<file path="src/rtl/mem_fu_nb_pkg.sv">
// Shared types and helpers for the non-blocking memory functional unit:
// op encoding, pending-load entry layout, byte-lane mask and load extraction.
package mem_fu_nb_pkg;

  localparam int unsigned MAX_TAG_W = 16;

  typedef enum logic [3:0] {
    MF_LB  = 4'd0,
    MF_LH  = 4'd1,
    MF_LW  = 4'd2,
    MF_LD  = 4'd3,
    MF_LBU = 4'd4,
    MF_LHU = 4'd5,
    MF_SB  = 4'd6,
    MF_SH  = 4'd7,
    MF_SW  = 4'd8,
    MF_SD  = 4'd9
  } mem_func_e;

  // Tag is stored at MAX_TAG_W bits; users keep only their low TAG_W bits.
  typedef struct packed {
    logic                 valid;
    logic [MAX_TAG_W-1:0] tag;
    logic [31:0]          addr;
    mem_func_e            func;
  } mem_pend_entry_t;

  function automatic logic func_is_store(input mem_func_e f);
    return (f == MF_SB) || (f == MF_SH) || (f == MF_SW) || (f == MF_SD);
  endfunction

  // 0 = byte, 1 = half, 2 = word, 3 = doubleword
  function automatic logic [1:0] func_size(input mem_func_e f);
    logic [1:0] s;
    case (f)
      MF_LB, MF_LBU, MF_SB: s = 2'd0;
      MF_LH, MF_LHU, MF_SH: s = 2'd1;
      MF_LW, MF_SW:         s = 2'd2;
      default:              s = 2'd3;
    endcase
    return s;
  endfunction

  function automatic logic [7:0] byte_mask(input mem_func_e f, input logic [2:0] off);
    logic [7:0] m;
    case (func_size(f))
      2'd0:    m = 8'h01;
      2'd1:    m = 8'h03;
      2'd2:    m = 8'h0F;
      default: m = 8'hFF;
    endcase
    return m << off;
  endfunction

  // LD is doubleword aligned, so it returns the low word of the line.
  function automatic logic [31:0] load_extract(input mem_func_e f, input logic [63:0] dw,
                                               input logic [2:0] off);
    logic [63:0] sh;
    logic [31:0] r;
    sh = dw >> {off, 3'b000};
    case (f)
      MF_LB:                r = {{24{sh[7]}}, sh[7:0]};
      MF_LBU:               r = {24'b0, sh[7:0]};
      MF_LH:                r = {{16{sh[15]}}, sh[15:0]};
      MF_LHU:               r = {16'b0, sh[15:0]};
      MF_LW, MF_LD:         r = sh[31:0];
      default:              r = '0;
    endcase
    return r;
  endfunction

endpackage

</file>
<file path="src/rtl/mem_fu_nb_pend_buf.sv">
// Pending-load buffer: entry array, lowest-free allocation, round-robin
// retry selection starting at the rr pointer, and occupancy count.
module mem_pend_buf
  import mem_fu_nb_pkg::*;
#(
  parameter int unsigned NUM_PENDING = 4,
  parameter int unsigned PEND_IDX_W  = $clog2(NUM_PENDING)
) (
  input  logic                  clock,
  input  logic                  reset,
  input  logic                  i_clear,
  input  logic                  i_alloc,
  input  mem_pend_entry_t       i_alloc_entry,
  input  logic                  i_free,
  input  logic [PEND_IDX_W-1:0] i_free_idx,
  input  logic                  i_advance,
  output logic                  o_sel_valid,
  output logic [PEND_IDX_W-1:0] o_sel_idx,
  output mem_pend_entry_t       o_sel_entry,
  output logic [PEND_IDX_W:0]   o_count
);

  mem_pend_entry_t       r_entries [NUM_PENDING];
  logic [PEND_IDX_W-1:0] r_rr;
  logic [PEND_IDX_W-1:0] w_alloc_idx;
  logic                  w_alloc_found;

  always_comb begin
    w_alloc_idx   = '0;
    w_alloc_found = 1'b0;
    for (int unsigned i = 0; i < NUM_PENDING; i++) begin
      if (!w_alloc_found && !r_entries[i].valid) begin
        w_alloc_idx   = PEND_IDX_W'(i);
        w_alloc_found = 1'b1;
      end
    end
  end

  always_comb begin
    o_sel_valid = 1'b0;
    o_sel_idx   = '0;
    for (int unsigned k = 0; k < NUM_PENDING; k++) begin
      if (!o_sel_valid && r_entries[r_rr + PEND_IDX_W'(k)].valid) begin
        o_sel_valid = 1'b1;
        o_sel_idx   = r_rr + PEND_IDX_W'(k);
      end
    end
    o_sel_entry = r_entries[o_sel_idx];
  end

  always_comb begin
    o_count = '0;
    for (int unsigned i = 0; i < NUM_PENDING; i++) begin
      o_count = o_count + (PEND_IDX_W+1)'(r_entries[i].valid);
    end
  end

  // Alloc target is chosen from registered valid bits, so it never collides
  // with the entry being freed on the same edge.
  always_ff @(posedge clock) begin
    if (reset || i_clear) begin
      for (int unsigned i = 0; i < NUM_PENDING; i++) begin
        r_entries[i] <= '0;
      end
      r_rr <= '0;
    end else begin
      if (i_free) begin
        r_entries[i_free_idx].valid <= 1'b0;
        r_rr <= i_free_idx + PEND_IDX_W'(1);
      end else if (i_advance) begin
        r_rr <= r_rr + PEND_IDX_W'(1);
      end
      if (i_alloc && w_alloc_found) begin
        r_entries[w_alloc_idx] <= i_alloc_entry;
      end
    end
  end

endmodule

</file>
<file path="src/rtl/mem_fu_nb.sv">
// Non-blocking memory unit: address generation, same-cycle store forwarding,
// dcache probe arbitration between new and pending loads, registered CDB slot.
module mem_fu_nb
  import mem_fu_nb_pkg::*;
#(
  parameter int unsigned NUM_PENDING = 4,
  parameter int unsigned TAG_W       = 6,
  parameter int unsigned SQ_IDX_W    = 3,
  parameter int unsigned PEND_IDX_W  = $clog2(NUM_PENDING)
) (
  input  logic                  clock,
  input  logic                  reset,
  input  logic                  squash,
  input  logic                  in_valid,
  output logic                  in_ready,
  input  logic [3:0]            func,
  input  logic [31:0]           rs1,
  input  logic [31:0]           rs2,
  input  logic [31:0]           imm,
  input  logic [TAG_W-1:0]      dest_tag,
  input  logic [SQ_IDX_W-1:0]   sq_idx,
  output logic                  dc_req_valid,
  output logic [31:0]           dc_req_addr,
  input  logic                  dc_hit,
  input  logic [63:0]           dc_hit_data,
  output logic                  sq_wr_valid,
  output logic [SQ_IDX_W-1:0]   sq_wr_idx,
  output logic [31:0]           sq_wr_addr,
  output logic [31:0]           sq_wr_data,
  output logic [7:0]            sq_wr_mask,
  output logic                  cdb_valid,
  output logic [TAG_W-1:0]      cdb_tag,
  output logic [31:0]           cdb_data,
  input  logic                  cdb_grant,
  output logic [PEND_IDX_W:0]   pend_count
);

  logic [31:0]           w_addr;
  mem_func_e             w_func;
  logic                  w_is_store;
  logic                  w_accept;
  logic                  w_st_acc;
  logic                  w_ld_acc;
  logic                  w_slot_free;
  logic                  w_probe_new;
  logic                  w_probe_pend;
  logic                  w_hit;
  logic [31:0]           w_pr_addr;
  mem_func_e             w_pr_func;
  logic [TAG_W-1:0]      w_pr_tag;
  logic                  w_alloc;
  logic                  w_free;
  logic                  w_advance;
  mem_pend_entry_t       w_alloc_entry;
  logic                  w_sel_valid;
  logic [PEND_IDX_W-1:0] w_sel_idx;
  mem_pend_entry_t       w_sel_entry;
  logic                  w_unused;

  logic                  r_cdb_valid;
  logic [TAG_W-1:0]      r_cdb_tag;
  logic [31:0]           r_cdb_data;

  assign in_ready = pend_count < (PEND_IDX_W+1)'(NUM_PENDING);
  assign w_unused = ^{w_sel_entry.valid, w_sel_entry.tag[MAX_TAG_W-1:TAG_W]};

  always_comb begin
    w_addr      = rs1 + imm;
    w_func      = mem_func_e'(func);
    w_is_store  = func_is_store(w_func);
    w_accept    = in_valid && in_ready && !squash;
    w_st_acc    = w_accept && w_is_store;
    w_ld_acc    = w_accept && !w_is_store;
    w_slot_free = !r_cdb_valid || cdb_grant;

    // A new load beats pending retries for the single probe port.
    w_probe_new  = w_ld_acc && w_slot_free;
    w_probe_pend = !w_probe_new && !squash && w_slot_free && w_sel_valid;

    if (w_probe_new) begin
      w_pr_addr = w_addr;
      w_pr_func = w_func;
      w_pr_tag  = dest_tag;
    end else begin
      w_pr_addr = w_sel_entry.addr;
      w_pr_func = w_sel_entry.func;
      w_pr_tag  = w_sel_entry.tag[TAG_W-1:0];
    end

    dc_req_valid = w_probe_new || w_probe_pend;
    dc_req_addr  = dc_req_valid ? {w_pr_addr[31:3], 3'b000} : '0;
    w_hit        = dc_req_valid && dc_hit;

    w_alloc   = w_ld_acc && !(w_probe_new && dc_hit);
    w_free    = w_probe_pend && dc_hit;
    w_advance = w_probe_pend && !dc_hit;

    w_alloc_entry       = '0;
    w_alloc_entry.valid = 1'b1;
    w_alloc_entry.tag   = MAX_TAG_W'(dest_tag);
    w_alloc_entry.addr  = w_addr;
    w_alloc_entry.func  = w_func;

    sq_wr_valid = w_st_acc;
    sq_wr_idx   = w_st_acc ? sq_idx : '0;
    sq_wr_addr  = w_st_acc ? w_addr : '0;
    sq_wr_data  = w_st_acc ? rs2    : '0;
    sq_wr_mask  = w_st_acc ? byte_mask(w_func, w_addr[2:0]) : '0;
  end

  mem_pend_buf #(
    .NUM_PENDING (NUM_PENDING),
    .PEND_IDX_W  (PEND_IDX_W)
  ) u_pend_buf (
    .clock         (clock),
    .reset         (reset),
    .i_clear       (squash),
    .i_alloc       (w_alloc),
    .i_alloc_entry (w_alloc_entry),
    .i_free        (w_free),
    .i_free_idx    (w_sel_idx),
    .i_advance     (w_advance),
    .o_sel_valid   (w_sel_valid),
    .o_sel_idx     (w_sel_idx),
    .o_sel_entry   (w_sel_entry),
    .o_count       (pend_count)
  );

  // A new hit overwrites the slot even while it is being granted, so
  // back-to-back results leave no empty cycle.
  always_ff @(posedge clock) begin
    if (reset || squash) begin
      r_cdb_valid <= 1'b0;
      r_cdb_tag   <= '0;
      r_cdb_data  <= '0;
    end else if (w_hit) begin
      r_cdb_valid <= 1'b1;
      r_cdb_tag   <= w_pr_tag;
      r_cdb_data  <= load_extract(w_pr_func, dc_hit_data, w_pr_addr[2:0]);
    end else if (cdb_grant) begin
      r_cdb_valid <= 1'b0;
      r_cdb_tag   <= '0;
      r_cdb_data  <= '0;
    end
  end

  assign cdb_valid = r_cdb_valid;
  assign cdb_tag   = r_cdb_tag;
  assign cdb_data  = r_cdb_data;

endmodule
</file>
<file path="config.mk">
export PLATFORM = sky130hd
export DESIGN_NAME = mem_fu_nb
export DESIGN_NICKNAME = d
export VERILOG_FILES = /design/src/rtl/mem_fu_nb_pkg.sv /design/src/rtl/mem_fu_nb_pend_buf.sv /design/src/rtl/mem_fu_nb.sv
export SDC_FILE = /design/constraint.sdc
export NUM_CORES = 1
export LEC_CHECK = 0
export ABC_AREA = 1
export BUFFER_PORTS_ARGS = -buffer_cell sky130_fd_sc_hd__buf_4
export CAP_MARGIN = 20
export CORE_ASPECT_RATIO = 1.25
export CORE_MARGIN = 3
export CORE_UTILIZATION = 57
export DETAILED_ROUTE_END_ITERATION = 16
export GPL_ROUTABILITY_DRIVEN = 1
export PLACE_DENSITY = 0.82
export SETUP_SLACK_MARGIN = 0.1
export SYNTH_ARGS = -nofsm -noshare
export SYNTH_HDL_FRONTEND = slang
export SYNTH_HIERARCHICAL = 1
export SYNTH_SLANG_ARGS = --single-unit
</file>
<file path="constraint.sdc">
create_clock -name clock -period 4.6 [get_ports clock]
set_input_delay 0.46 -clock clock [delete_from_list [all_inputs] [get_ports clock]]
set_output_delay 0.46 -clock clock [all_outputs]
set_load 0.05 [all_outputs]
</file>
After elaboration in Yosys (flattened, before gate mapping)
Memories as Yosys holds them, arrays and structs flattened. A register that Yosys moved wholly into a read port is not among the register bits.
Cells that the tools add are included.
{ "totals": {"elab_cells": 124, "reg_bits": 41, "rom_bits": 32, "out_inout_bits": 152, "n_memories": 2, "in_bits": 179, "mem_bits_rw": 172} }
{ "mem_list": {"columns": ["name", "words", "word_bits", "read_ports", "rd_ports_with_merged_regs", "write_ports", "line", "rtl"], "rows": [
  ["u_pend_buf.r_entries", 4, 43, 9, 1, 4, "mem_fu_nb_pend_buf.sv:23", "mem_pend_entry_t r_entries [NUM_PENDING];"],
  ["(no name shown)", 16, 2, 1, 0, 0, "mem_fu_nb_pkg.sv:35", "case (f)"]
]} }
{ "op_classes": {"n_mux": 49, "shifts": 2, "magnitude_cmp": 1, "addsub": 8, "n_eq_ne": 11, "n_reduce_logical": 47} }
{ "ops": {"columns": ["cell", "count"], "rows": [
  ["two-way mux 32 bit", 6],
  ["case mux 32 bit (5 select lines)", 1],
  ["two-way mux 43 bit", 2],
  ["OR reduction 43 bit", 2],
  ["right shift 64 x 6 -> 32 bit", 1],
  ["adder 32 bit", 1],
  ["two-way mux 2 bit", 14],
  ["case mux 8 bit (3 select lines)", 1],
  ["logical AND 1 bit", 20],
  ["two-way mux 1 bit", 19],
  ["two-way mux 6 bit", 3],
  ["== test 4 x 3 -> 1 bit, second input constant", 4],
  ["logical NOT 1 bit", 14],
  ["== test 4 x 2 -> 1 bit, second input constant", 2],
  ["== test 4 bit, second input constant", 2],
  ["two-way mux 8 bit", 1],
  ["left shift 8 x 3 -> 8 bit", 1],
  ["adder 3 x 1 -> 3 bit", 2],
  ["logical OR 1 bit", 6],
  ["adder 2 x 1 -> 2 bit, second input constant", 2],
  ["adder 2 bit, second input constant", 2],
  ["== test 4 x 1 -> 1 bit, second input constant", 1],
  ["logical NOT 4 bit", 1],
  ["two-way mux 4 bit", 1],
  ["8 further kinds", 9]
]} }

Logic depth before layout (Yosys ltp)
An unclocked memory read counts as a cell.
{ "depth": {"ltp_word": 20, "ltp_mapped": 27, "depth_no_buf": 24} }

Cells and area by module
The synthesis kept the hierarchy.
{ "by_module_without_submodules": {"columns": ["module", "cells_each", "seq_area_each_um2", "instances", "area_each_um2"], "rows": [
  ["mem_pend_buf", 1245, 6446.2, 1, 10921.7],
  ["mem_fu_nb", 1271, 780.7, 1, 6603.8]
]} }

Worst setup path before layout
Ideal clock, no wire load.
{ "synth_timing": {"path_type": "reg-to-output", "start": "memory u_pend_buf/r_entries[3][52] in the netlist's numbering", "end": "output port sq_wr_mask[5]", "setup_slack_ps": -1394, "required_time_ps": 4140, "stages_incl_launch_ff": 13, "arrival_ps": 5534, "path_buffers": 0, "cell_sequence": "edfxtp_1 > inv_1 > fa_1 > inv_1 > ha_1 > ha_1 > inv_2 > nand2_1 > nor3_1 > inv_1 > nor2_1 > inv_1 > o21ai_0"} }
{ "synth_rtl": {"columns": ["element", "line", "rtl"], "rows": [
  ["start, declared", "mem_fu_nb_pend_buf.sv:23", null],
  ["end, declared", "mem_fu_nb.sv:30", "output logic [7:0] sq_wr_mask,"]
]} }

==> impl_metrics.env <==
export IMPL_outcome="finished clean"
export IMPL_timing_final_ws_setup_ns=0.2675
export IMPL_vdd_ir_drop_worst_mv=0.2043
export IMPL_wl_met3_um=5153
export IMPL_highest_layer="met4"
export IMPL_ctsResizeCount=0
export IMPL_grt_pass1_wl_um=82320
export IMPL_cts_repair_timing_setup_buffer_count=0
export IMPL_htree_levels=1
export IMPL_met2_length_um=26310
export IMPL_placeableCoreArea_sq_um=26910
export IMPL_max_slew_worst_pin_slew_ns=1.026
export IMPL_finalClockSkew_ns=0.01277
export IMPL_met1Wirelength_um=18740
export IMPL_drtAntennaViolNets=0
export IMPL_multiInputGateArea_sq_um=7447
export IMPL_routed_via_density=5.628
export IMPL_rows=67
export IMPL_die_height_um=191.0
export IMPL_timing_final_setup_violations=0
export IMPL_post_route_cells_drive_above_1_share_pct=17.67
export IMPL_remaining_drc_errors=0
export IMPL_pre_cts_slack_ns=0.5000
export IMPL_yosys_warning_count=6
export IMPL_die_width_um=154.0
export IMPL_clock_insertion_delay_worst_skew_ns=0.52
export IMPL_final_nets=2774
export IMPL_grt_max_degree=66
export IMPL_timing_slew_headroom_pct=31.58
export IMPL_power_density_cell_area_nw_per_um2=355.9
export IMPL_critPathMostFrequentCell="nand2_1"
export IMPL_grt_setup_unrepaired="false"
export IMPL_post_drt_wl_per_cell_um=17.93
export IMPL_worstPathBufferInverterCount=6
export IMPL_drt_pre_antenna_iters=5
export IMPL_globalRouteOverflowTotal=0
export IMPL_total_power_mw=6.733
export IMPL_critical_path_top_delay_family="buffers and inverters"
export IMPL_starting_utilization_of_the_core_area_pct=57.97
export IMPL_hold_fix_buffers_at_cts=0
export IMPL_tritoncts_num_buffers=22
export IMPL_worst_ep_arrival_time_ns=3.87
export IMPL_startpoint="u_pend_buf/r_entries[1][52]"
export IMPL_area_delta_synth_final_pct=21.28
export IMPL_slew_violations=0
export IMPL_hold_class="in -> reg"
export IMPL_routabilityCongestion=0.9809
export IMPL_clock_tree_root_cell="clkbuf_16"
export IMPL_crit_path_start_kind="flop"
export IMPL_overall_via_count_from_detail_route=16434
export IMPL_final_hold_violation_count=0
export IMPL_slowest_stage="fa_1"
export IMPL_worstReg2RegStart="u_pend_buf/r_entries[1][52]"
export IMPL_grt_pass1_vias=16028
export IMPL_finalSetupTns_ns=0
export IMPL_cts_tree="yes"
export IMPL_final_hpwl_dp_um=37960
export IMPL_detailedRoute_firstIterationViolations=1503
export IMPL_cts_sinks=215
export IMPL_cts_reportedPaths_clkPinSlew_ns=0.07
export IMPL_min_delay_start="dest_tag[1]"
export IMPL_worst_path_largest_cell_delay_ns=0.55
export IMPL_cap_viol_max_count=0
export IMPL_layout_worst_path_cycle_share_pct=94.18
export IMPL_antennaDiodeCount=0
export IMPL_timing_final_crit_period_ns=4.332
export IMPL_critical_path_required_ns=4.14
export IMPL_area_sequential_sq_um=6026
export IMPL_cp_cell_sequence="inv_1, fa_1, inv_1, ha_1, ha_1, inv_2, nand2_1, nor2_4, nand3_4, buf_6, inv_4, nand2_1, nand2_1, buf_4"
export IMPL_cellLeakagePower_nw=9.836
export IMPL_antenna_violations_before_repair=1
export IMPL_nFillCells=2300
export IMPL_timing_fmax_mhz=230.8
export IMPL_detail_route_wirelength_um=52340
export IMPL_track_usage_pct=34.55
export IMPL_crit_fanout=32
export IMPL_io_pins=331
export IMPL_setup_worst_path_class="reg -> out"
export IMPL_max_buffers_root_to_sink=3
export IMPL_io_buffers=327
export IMPL_design_die_area_sq_um=29400
export IMPL_post_synth_inst_count=2305
export IMPL_post_synth_cell_area_avg_sq_um=6.767
export IMPL_setup_worst_path_end_class="output port"
export IMPL_synthesis_area_sq_um=15600
==> power by group <==
group          total [mW]  internal [mW]  switching [mW]
combinational        2.70          0.812            1.89
clock                1.82           1.07           0.752
sequential           2.21           2.17          0.0341
total                6.73           4.06            2.68
==> through the flow <==
| step | cells | utilization, % | instance area (sq um) | hold slack (ns) |
|---|---|---|---|---|
| after floorplan | 2307 | - | 15640 | 0.6483 |
| after global placement | 2881 | 67.50 | 18160 | 0.4534 |
| after detailed placement | 2881 | 67.50 | 18160 | 0.4601 |
| after CTS | 2920 | 70.27 | 18910 | 0.2888 |
| after global routing | 2920 | 70.30 | 18920 | 0.3129 |
| final | 2920 | 70.30 | 18920 | 0.3075 |
==> cell type report <==
class | instances | area share [%]
clock inverters | 13 | 0.6878
inverters | 410 | 8.148
repair buffers | 357 | 14.40
multi-input cells | 1554 | 39.37
well taps | 345 | 2.282
flip-flops and latches | 215 | 31.85
clock buffers | 26 | 3.261
==> state kept, by name, indices dropped and copies added (netlist names), named ones only <==
name / flops
u_pend_buf/r_entries: 172
cdb_data: 32
cdb_tag: 6
u_pend_buf/r_rr: 2
cdb_valid: 1
==> cell usage in the layout, fill, tap and decap left out, types with 3 or more instances in the layout <==
| master | n |
|---|---|
| nand2_1 | 625 |
| inv_1 | 399 |
| buf_4 | 352 |
| nor2_1 | 300 |
| nand3_1 | 215 |
| edfxtp_1 | 172 |
| nand4_1 | 95 |
| a21oi_1 | 84 |
| o21ai_0 | 73 |
| dfxtp_1 | 43 |
| ha_1 | 33 |
| clkbuf_16 | 23 |
| xor2_1 | 15 |
| inv_2 | 10 |
| nand2_2 | 9 |
| o21ai_1 | 8 |
| a31oi_1 | 7 |
| nor3_1 | 6 |
| o21ai_2 | 6 |
| o211ai_1 | 6 |
| a21o_1 | 5 |
| xnor2_1 | 5 |
| and2_1 | 5 |
| nor3_2 | 5 |
| nand3_4 | 5 |
| nor2_2 | 5 |
| clkinv_2 | 5 |
| a21boi_0 | 4 |
| conb_1 | 4 |
| o21bai_1 | 3 |
| or2_2 | 3 |
| nand2_4 | 3 |
| nor2_4 | 3 |
| clkinv_1 | 3 |
| clkbuf_8 | 3 |
| buf_12 | 3 |
==> worst register-to-register path, stage by stage, from the launching register on <==
cell and delay (ns):
edfxtp_1 0.46, inv_1 0.12, fa_1 0.55, inv_1 0.06, ha_1 0.18, ha_1 0.23, inv_2 0.06, nand2_1 0.12
nor2_4 0.18, nand3_4 0.33, buf_6 0.34, inv_4 0.25, nand2_1 0.13, o21ai_4 0.10, nand2_2 0.09, nor3_2 0.20
nand3_4 0.30, nand3_1 0.17, nand2_1 0.07, a21oi_1 0.16
==> layer usage <==
layer / GRT usage [%] / vias to the layer above
met5: 0 / -
met2: 63.55 / 1018
met1: 40.00 / 7467
met4: 14.20 / 0
met3: 5.231 / 154
li1: - / 7795
==> path summary, 6_finish.rpt <==
kind                                  to  slack (ns)  cells past startpoint
max                      dc_req_addr[17]        0.27                     14
min          u_pend_buf/r_entries[1][37]        0.31                      3
max reg2reg                 cdb_data[16]        0.46                     19
min reg2reg                   cdb_tag[2]        0.47                      2
No activity file was read; power rests on OpenSTA's default activity.
